[config.mk]
export PLATFORM = sky130hd
export DESIGN_NAME = hemaia_clk_rst_sequencer_flat
export DESIGN_NICKNAME = d
export VERILOG_FILES = /design/src/rtl/hemaia_clk_rst_sequencer_pkg.sv /design/src/rtl/hemaia_clk_rst_sequencer_if.sv /design/src/rtl/hemaia_reg_write_master.sv /design/src/rtl/hemaia_clk_rst_sequencer.sv /design/src/flat_wrapper.sv
export SDC_FILE = /design/constraint.sdc
export NUM_CORES = 1
export LEC_CHECK = 0
export ABC_AREA = 1
export CAP_MARGIN = 20
export CORE_MARGIN = 2
export CORE_UTILIZATION = 48
export CTS_CLUSTER_SIZE = 40
export DETAILED_ROUTE_END_ITERATION = 6
export GPL_TIMING_DRIVEN = 0
export PLACE_DENSITY = 0.81
export SYNTH_ARGS = -nofsm -noshare
export SYNTH_HDL_FRONTEND = slang
export SYNTH_HIERARCHICAL = 1
export SYNTH_SLANG_ARGS = --single-unit
export TNS_END_PERCENT = 1
[constraint.sdc]
create_clock -name clk_i -period 1.6 [get_ports clk_i]
set_input_delay 0.16 -clock clk_i [delete_from_list [all_inputs] [get_ports clk_i]]
set_output_delay 0.16 -clock clk_i [all_outputs]
set_load 0.02 [all_outputs]
[src/rtl/hemaia_clk_rst_sequencer_pkg.sv]
// Shared constants and types for the HeMAiA clock/reset power-up sequencer.
// Register offsets are relative to the controller's register file base.
package hemaia_clk_rst_sequencer_pkg;

  localparam logic [47:0] DIV_BASE = 48'h00;
  localparam logic [47:0] VALID    = 48'h20;
  localparam logic [47:0] RESET    = 48'h24;

  typedef enum logic [2:0] {
    IDLE,
    RST_ALL,
    WR_DIV,
    WR_VALID,
    SETTLE,
    RELEASE,
    DONE
  } state_e;

  // Mask with the n least significant bits set (n saturates at 32).
  function automatic logic [31:0] low_ones(input int unsigned n);
    logic [31:0] m;
    for (int unsigned b = 0; b < 32; b++) begin
      m[b] = (b < n);
    end
    return m;
  endfunction

endpackage

[src/rtl/hemaia_clk_rst_sequencer_if.sv]
// Write-only register bus between the sequencer and the clock/reset controller.
interface hemaia_clk_rst_sequencer_if #(
  parameter int unsigned AddrWidth = 48,
  parameter int unsigned DataWidth = 32
);
  logic                   reg_valid;
  logic [AddrWidth-1:0]   reg_addr;
  logic [DataWidth-1:0]   reg_wdata;
  logic [DataWidth/8-1:0] reg_wstrb;
  logic                   reg_write;
  logic                   reg_ready;
  logic                   reg_error;

  modport master (
    output reg_valid, reg_addr, reg_wdata, reg_wstrb, reg_write,
    input  reg_ready, reg_error
  );

  modport slave (
    input  reg_valid, reg_addr, reg_wdata, reg_wstrb, reg_write,
    output reg_ready, reg_error
  );
endinterface

[src/rtl/hemaia_reg_write_master.sv]
// Single-outstanding register write port: holds a request until accepted and
// reports the handshake and any target error back to the issuing FSM.
module hemaia_reg_write_master (
  input  logic        clk_i,
  input  logic        rst_ni,
  input  logic        req,
  input  logic [47:0] addr,
  input  logic [31:0] data,
  output logic        ack,
  output logic        err,
  hemaia_clk_rst_sequencer_if.master bus
);

  logic        valid_q;
  logic [47:0] addr_q;
  logic [31:0] data_q;

  // A new request may be loaded in the accept cycle, giving back-to-back writes.
  always_ff @(posedge clk_i or negedge rst_ni) begin
    if (!rst_ni) begin
      valid_q <= 1'b0;
      addr_q  <= '0;
      data_q  <= '0;
    end else if (req) begin
      valid_q <= 1'b1;
      addr_q  <= addr;
      data_q  <= data;
    end else if (ack) begin
      valid_q <= 1'b0;
    end
  end

  assign ack = valid_q & bus.reg_ready;
  assign err = ack & bus.reg_error;

  assign bus.reg_valid = valid_q;
  assign bus.reg_addr  = addr_q;
  assign bus.reg_wdata = data_q;
  assign bus.reg_wstrb = '1;
  assign bus.reg_write = 1'b1;

endmodule

[src/rtl/hemaia_clk_rst_sequencer.sv]
// Power-up sequencer: resets all domains, programs divisors, commits them and
// releases domain resets one by one with a settle delay before each release.
module hemaia_clk_rst_sequencer
  import hemaia_clk_rst_sequencer_pkg::*;
#(
  parameter int unsigned NumClocks        = 4,
  parameter int unsigned MaxDivisionWidth = 8,
  parameter logic [47:0] BaseAddr         = 48'h0,
  parameter int unsigned SettleCycles     = 16
) (
  input  logic                                   clk_i,
  input  logic                                   rst_ni,
  input  logic                                   start_i,
  input  logic [NumClocks*MaxDivisionWidth-1:0]  divisor_i,
  output logic                                   busy_o,
  output logic                                   done_o,
  output logic                                   error_o,
  hemaia_clk_rst_sequencer_if.master             reg_bus
);

  localparam int unsigned NumWords    = (NumClocks + 3) / 4;
  localparam int unsigned CntWidth    = (SettleCycles > 1) ? $clog2(SettleCycles) : 1;
  localparam int unsigned DivVecWidth = NumClocks * MaxDivisionWidth;

  state_e                 state_q, state_d;
  logic [2:0]             k_q, k_d;
  logic [4:0]             i_q, i_d;
  logic [CntWidth-1:0]    cnt_q, cnt_d;
  logic [DivVecWidth-1:0] div_q, div_d;
  logic                   err_q, err_d;
  logic                   busy_q, done_q;

  logic        req;
  logic [47:0] req_addr;
  logic [31:0] req_data;
  logic        ack;
  logic        bus_err;

  // DIV_k word: byte lane j carries domain 4k+j, zero-extended; absent domains read 0.
  function automatic logic [31:0] div_word(input logic [DivVecWidth-1:0] div,
                                           input logic [2:0] k);
    logic [31:0] w;
    int unsigned d;
    w = '0;
    for (int unsigned j = 0; j < 4; j++) begin
      d = 4 * 32'(k) + j;
      if (d < NumClocks) begin
        w[8*j +: MaxDivisionWidth] = div[d*MaxDivisionWidth +: MaxDivisionWidth];
      end
    end
    return w;
  endfunction

  function automatic logic [47:0] div_addr(input logic [2:0] k);
    return BaseAddr + DIV_BASE + {43'd0, k, 2'b00};
  endfunction

  always_comb begin
    state_d  = state_q;
    k_d      = k_q;
    i_d      = i_q;
    cnt_d    = cnt_q;
    div_d    = div_q;
    err_d    = err_q;
    req      = 1'b0;
    req_addr = BaseAddr + RESET;
    req_data = '0;

    case (state_q)
      IDLE: begin
        if (start_i) begin
          div_d   = divisor_i;
          err_d   = 1'b0;
          k_d     = '0;
          i_d     = '0;
          req     = 1'b1;
          state_d = RST_ALL;
        end
      end
      RST_ALL: begin
        if (ack) begin
          req      = 1'b1;
          req_addr = div_addr(3'd0);
          req_data = div_word(div_q, 3'd0);
          state_d  = WR_DIV;
        end
      end
      WR_DIV: begin
        if (ack) begin
          req = 1'b1;
          if (k_q == 3'(NumWords - 1)) begin
            req_addr = BaseAddr + VALID;
            req_data = low_ones(NumClocks);
            state_d  = WR_VALID;
          end else begin
            k_d      = k_q + 3'd1;
            req_addr = div_addr(k_d);
            req_data = div_word(div_q, k_d);
          end
        end
      end
      WR_VALID: begin
        if (ack) begin
          cnt_d   = '0;
          state_d = SETTLE;
        end
      end
      SETTLE: begin
        if (cnt_q == CntWidth'(SettleCycles - 1)) begin
          req      = 1'b1;
          req_data = low_ones(32'(i_q) + 32'd1);
          state_d  = RELEASE;
        end else begin
          cnt_d = cnt_q + CntWidth'(1);
        end
      end
      RELEASE: begin
        if (ack) begin
          if (i_q == 5'(NumClocks - 1)) begin
            state_d = DONE;
          end else begin
            i_d     = i_q + 5'd1;
            cnt_d   = '0;
            state_d = SETTLE;
          end
        end
      end
      DONE:    state_d = IDLE;
      default: state_d = IDLE;
    endcase

    // A rejected write overrides whatever the state above planned to issue next.
    if (bus_err) begin
      req     = 1'b0;
      err_d   = 1'b1;
      state_d = DONE;
    end
  end

  always_ff @(posedge clk_i or negedge rst_ni) begin
    if (!rst_ni) begin
      state_q <= IDLE;
      k_q     <= '0;
      i_q     <= '0;
      cnt_q   <= '0;
      div_q   <= '0;
      err_q   <= 1'b0;
      busy_q  <= 1'b0;
      done_q  <= 1'b0;
    end else begin
      state_q <= state_d;
      k_q     <= k_d;
      i_q     <= i_d;
      cnt_q   <= cnt_d;
      div_q   <= div_d;
      err_q   <= err_d;
      busy_q  <= (state_d != IDLE) && (state_d != DONE);
      done_q  <= (state_d == DONE);
    end
  end

  assign busy_o  = busy_q;
  assign done_o  = done_q;
  assign error_o = err_q;

  hemaia_reg_write_master u_write_master (
    .clk_i  (clk_i),
    .rst_ni (rst_ni),
    .req    (req),
    .addr   (req_addr),
    .data   (req_data),
    .ack    (ack),
    .err    (bus_err),
    .bus    (reg_bus)
  );

endmodule

[src/flat_wrapper.sv]
// flat-port wrapper written by rule: the top's interface ports become plain ports
module hemaia_clk_rst_sequencer_flat import hemaia_clk_rst_sequencer_pkg::*;
#(
  parameter int unsigned NumClocks        = 4,
  parameter int unsigned MaxDivisionWidth = 8,
  parameter logic [47:0] BaseAddr         = 48'h0,
  parameter int unsigned SettleCycles     = 16
)
  (clk_i, rst_ni, start_i, divisor_i, busy_o, done_o, error_o, reg_bus_reg_valid, reg_bus_reg_addr, reg_bus_reg_wdata, reg_bus_reg_wstrb, reg_bus_reg_write, reg_bus_reg_ready, reg_bus_reg_error);
  hemaia_clk_rst_sequencer_if reg_bus_i ();
  input  logic clk_i;
  input  logic rst_ni;
  input  logic start_i;
  input  logic [NumClocks*MaxDivisionWidth-1:0] divisor_i;
  output logic busy_o;
  output logic done_o;
  output logic error_o;
  output wire logic [$bits(reg_bus_i.reg_valid)-1:0] reg_bus_reg_valid;
  output wire logic [$bits(reg_bus_i.reg_addr)-1:0] reg_bus_reg_addr;
  output wire logic [$bits(reg_bus_i.reg_wdata)-1:0] reg_bus_reg_wdata;
  output wire logic [$bits(reg_bus_i.reg_wstrb)-1:0] reg_bus_reg_wstrb;
  output wire logic [$bits(reg_bus_i.reg_write)-1:0] reg_bus_reg_write;
  input wire logic [$bits(reg_bus_i.reg_ready)-1:0] reg_bus_reg_ready;
  input wire logic [$bits(reg_bus_i.reg_error)-1:0] reg_bus_reg_error;
  assign reg_bus_reg_valid = reg_bus_i.reg_valid;
  assign reg_bus_reg_addr = reg_bus_i.reg_addr;
  assign reg_bus_reg_wdata = reg_bus_i.reg_wdata;
  assign reg_bus_reg_wstrb = reg_bus_i.reg_wstrb;
  assign reg_bus_reg_write = reg_bus_i.reg_write;
  assign reg_bus_i.reg_ready = reg_bus_reg_ready;
  assign reg_bus_i.reg_error = reg_bus_reg_error;
  hemaia_clk_rst_sequencer #(.NumClocks(NumClocks), .MaxDivisionWidth(MaxDivisionWidth), .BaseAddr(BaseAddr), .SettleCycles(SettleCycles)) u_core (.clk_i(clk_i), .rst_ni(rst_ni), .start_i(start_i), .divisor_i(divisor_i), .busy_o(busy_o), .done_o(done_o), .error_o(error_o), .reg_bus(reg_bus_i));
endmodule
==> impl_metrics.tcl <==
set metrics [dict create \
    power_mw 7.66 \
    routed_wl_mm 18.7 \
    netlist_top_cells_count "nand2_1, dfrtp_1, inv_1, nand3_1, nor2_1" \
    die_w_microns 118 \
    crit_path_start_kind "register" \
    nets 1067 \
    synth_top_cell_by_area "dfrtp_1" \
    synth-edff-count 0 \
    tritoncts "built" \
    die-area_sq_um 13900 \
    rows 41 \
    ant_nets 0 \
    syn_area_per_cell_sq_um 7.92 \
    ir_worst_vdd_mv 0.750 \
    worst_setup_path_end_kind "register" \
    worstSkewPairLatency_ns 0.43 \
    maxCapViolCount 0 \
    yosys.area.top_type_share_pct 52.6 \
    yosys_register_bits 131 \
    grt_pass1_wl_mm 28.6 \
    violations "setup timing" \
    grt_usage_pct 25.9 \
    report.final.slew_viol_count 0 \
    powerDensity_nw_per_um2 814 \
    power_leakage_nw 5.22 \
    post-place-ws_ns -0.635 \
    synthTopCellsByArea "dfrtp_1, nand2_1, nand3_1" \
    drc 0 \
    cts_max_level 4 \
    worst_slew_pin_slew_ns 0.509 \
    antennaDiodeCount 0 \
    drt_iter0_drc 517 \
    yosysWarnings 6 \
    drive_gt1_share_pct 19.7 \
    grt_pass1_vias 5805 \
    relSlewSlack_pct 66.0 \
    setup_violations 91 \
    timing.final.ws_setup_ns -0.291 \
    min_path_type "in2async" \
    synth.distinct_cells 34 \
    fin_crit_ns 1.89 \
    reg2reg_slack_ns -0.29 \
    vias_per_cell 4.98 \
    port_buffers 120 \
    routed-via-count 6011 \
    clock_skew_ns 0.00697 \
    start_util_pct 49.2 \
    syn_area_sq_um 6240 \
    syn_to_final_growth_pct 50.9 \
    crit_type "reg2reg" \
    coreArea_sq_um 12700 \
    hold_slack_ns 0.219 \
    postSynthCellCount 787 \
    grt_max_degree 102 \
    async_flop_share_pct 100 \
    post-route-period-util_pct 118 \
    gp_congestion 0.922 \
    cp_max_fo 6 \
    ys_seq_area_share_pct 52.6 \
    required_ns 1.91 \
    cts_buffer_depth 2 \
    overflow 0 \
    drt_first_pass_iters 7 \
    die_y_microns 118 \
    hpwl_mm 11.5 \
    fmax_mhz 529 \
    boundaryPins 126 \
    arrival_ns 2.20 \
    yosysMostFrequentCell "nand2_1" \
    clk_pin_slew_ns 0.06 \
    status "finished, violations left" \
    cts_buffers 17 \
    grt_antenna_before_repair 0 \
    detail_route.wl_per_cell_microns 15.5 \
    grt_setup_unrepaired "true" \
    hold_viol_final 0 \
    ys.flop_type "dfrtp_1" \
    cts.root.buffer_cell "clkbuf_16" \
    clkSinkCount 131 \
]
worst max-delay path: stages, from the launching register on:
cell,delay (ns)
dfrtp_2,0.46
nor2_4,0.18
nand2_4,0.08
nor2_4,0.10
buf_6,0.11
nor2_2,0.04
a21oi_2,0.16
buf_6,0.21
clkinv_8,0.12
clkbuf_16,0.17
nand2_1,0.07
nand2_1,0.07
layer usage:
metal	vias up	track usage (%)	routed length, microns	part of all wire (%)
met5	-	0	0	0
met1	2790	32.3	7450	40
met2	295	43.6	9460	51
met3	73	4.99	1150	6.1
met4	0	11.8	658	3.5
li1	2853	-	-	-
power breakdown:
part	leakage (nW)	internal (mW)	switching [mW]
Clock	0.305	2.62	1.52
Sequential	1.74	3.31	0
Combinational	3.18	0.0937	0.108
per-stage QoR:
stage / setup TNS [ns] / cells / cell area (sq um) / utilization (%)
after global placement: -657.20 / 1126 / 7870 / 62.1
final: -16.88 / 1208 / 9410 / 74.3
after CTS: -10.01 / 1192 / 9020 / 71.2
after global routing: -25.03 / 1208 / 9410 / 74.3
after detailed placement: -46.73 / 1127 / 7900 / 62.3
after floorplan: -4.82 / 834 / 6450 / -
kinds of logic after synthesis:
| logic type | after synthesis | share of synthesized area, % |
|---|---|---|
| and+or+nand+nor | 505 | 32.4 |
| DFF | 131 | 52.6 |
| buffers and inverters | 82 | 7.24 |
| AOI/OAI and AO/OA | 53 | 5.24 |
| xor gates and xnor gates | 7 | 0.983 |
| adders and majority gates | 7 | 1.40 |
| other | 2 | 0.120 |
path summary, 6_finish.rpt:
path                                                          from                                 endpoint  depth (start not counted)
max                                              u_core/state_q[0]   u_core/u_write_master/bus.reg_addr[26]                         11
min in group clk_i                                    divisor_i[8]                          u_core/div_q[8]                          3
min                                                         rst_ni   u_core/u_write_master/bus.reg_addr[18]                          2
max in group asynchronous                                   rst_ni                            u_core/i_q[0]                          3
max reg2reg                                      u_core/state_q[0]   u_core/u_write_master/bus.reg_addr[26]                         11
min reg2reg                u_core/u_write_master/bus.reg_wdata[27]  u_core/u_write_master/bus.reg_wdata[27]                          2
final cells by class:
cell class,instances,area [sq um]
fillers,901,3260
inverters,48,204
repair buffers,168,1740
well taps,172,215
clock buffers,17,425
clock inverters,15,203
flip-flops and latches,131,3280
plain buffers,34,323
repair inverters,2,15.0
multi-input cells,621,3000
placed cells by master (no fill, tap or decap), types with 6 or more instances in the layout:
| cell type | instances |
|---|---|
| nor2_1 | 16 |
| inv_6 | 7 |
| nand3_1 | 34 |
| dlymetal6s2s_1 | 13 |
| nor2_2 | 7 |
| clkdlybuf4s50_1 | 103 |
| buf_2 | 6 |
| nand2_1 | 393 |
| clkbuf_16 | 21 |
| conb_1 | 49 |
| nor2_4 | 8 |
| inv_2 | 6 |
| buf_6 | 16 |
| inv_1 | 38 |
| buf_4 | 46 |
| nand2_4 | 6 |
| o21ai_1 | 10 |
| nand2_2 | 29 |
| dfrtp_1 | 126 |
| a21oi_1 | 6 |
| o21ai_0 | 17 |
registers in the layout, summed over array words and instances (netlist names):
signal / flops
u_core/u_write_master/bus.reg_addr: 48
u_core/div_q: 32
u_core/u_write_master/bus.reg_wdata: 32
u_core/i_q: 5
u_core/cnt_q: 4
u_core/k_q: 3
u_core/state_q: 3
u_core/busy_o: 1
u_core/done_o: 1
u_core/error_o: 1
u_core/u_write_master/bus.reg_valid: 1
repair_timing:
| action | CTS | global route |
|---|---|---|
| gates cloned | 4 | 5 |
| hold buffers | 1 | 0 |
| resized for setup | 66 | 53 |
| pin swaps | 15 | 13 |
| endpoints found under the hold margin | 30 | 0 |
| endpoints found under the setup margin | 88 | 115 |
| setup buffers | 28 | 11 |
(Power assumes the default switching activity.)
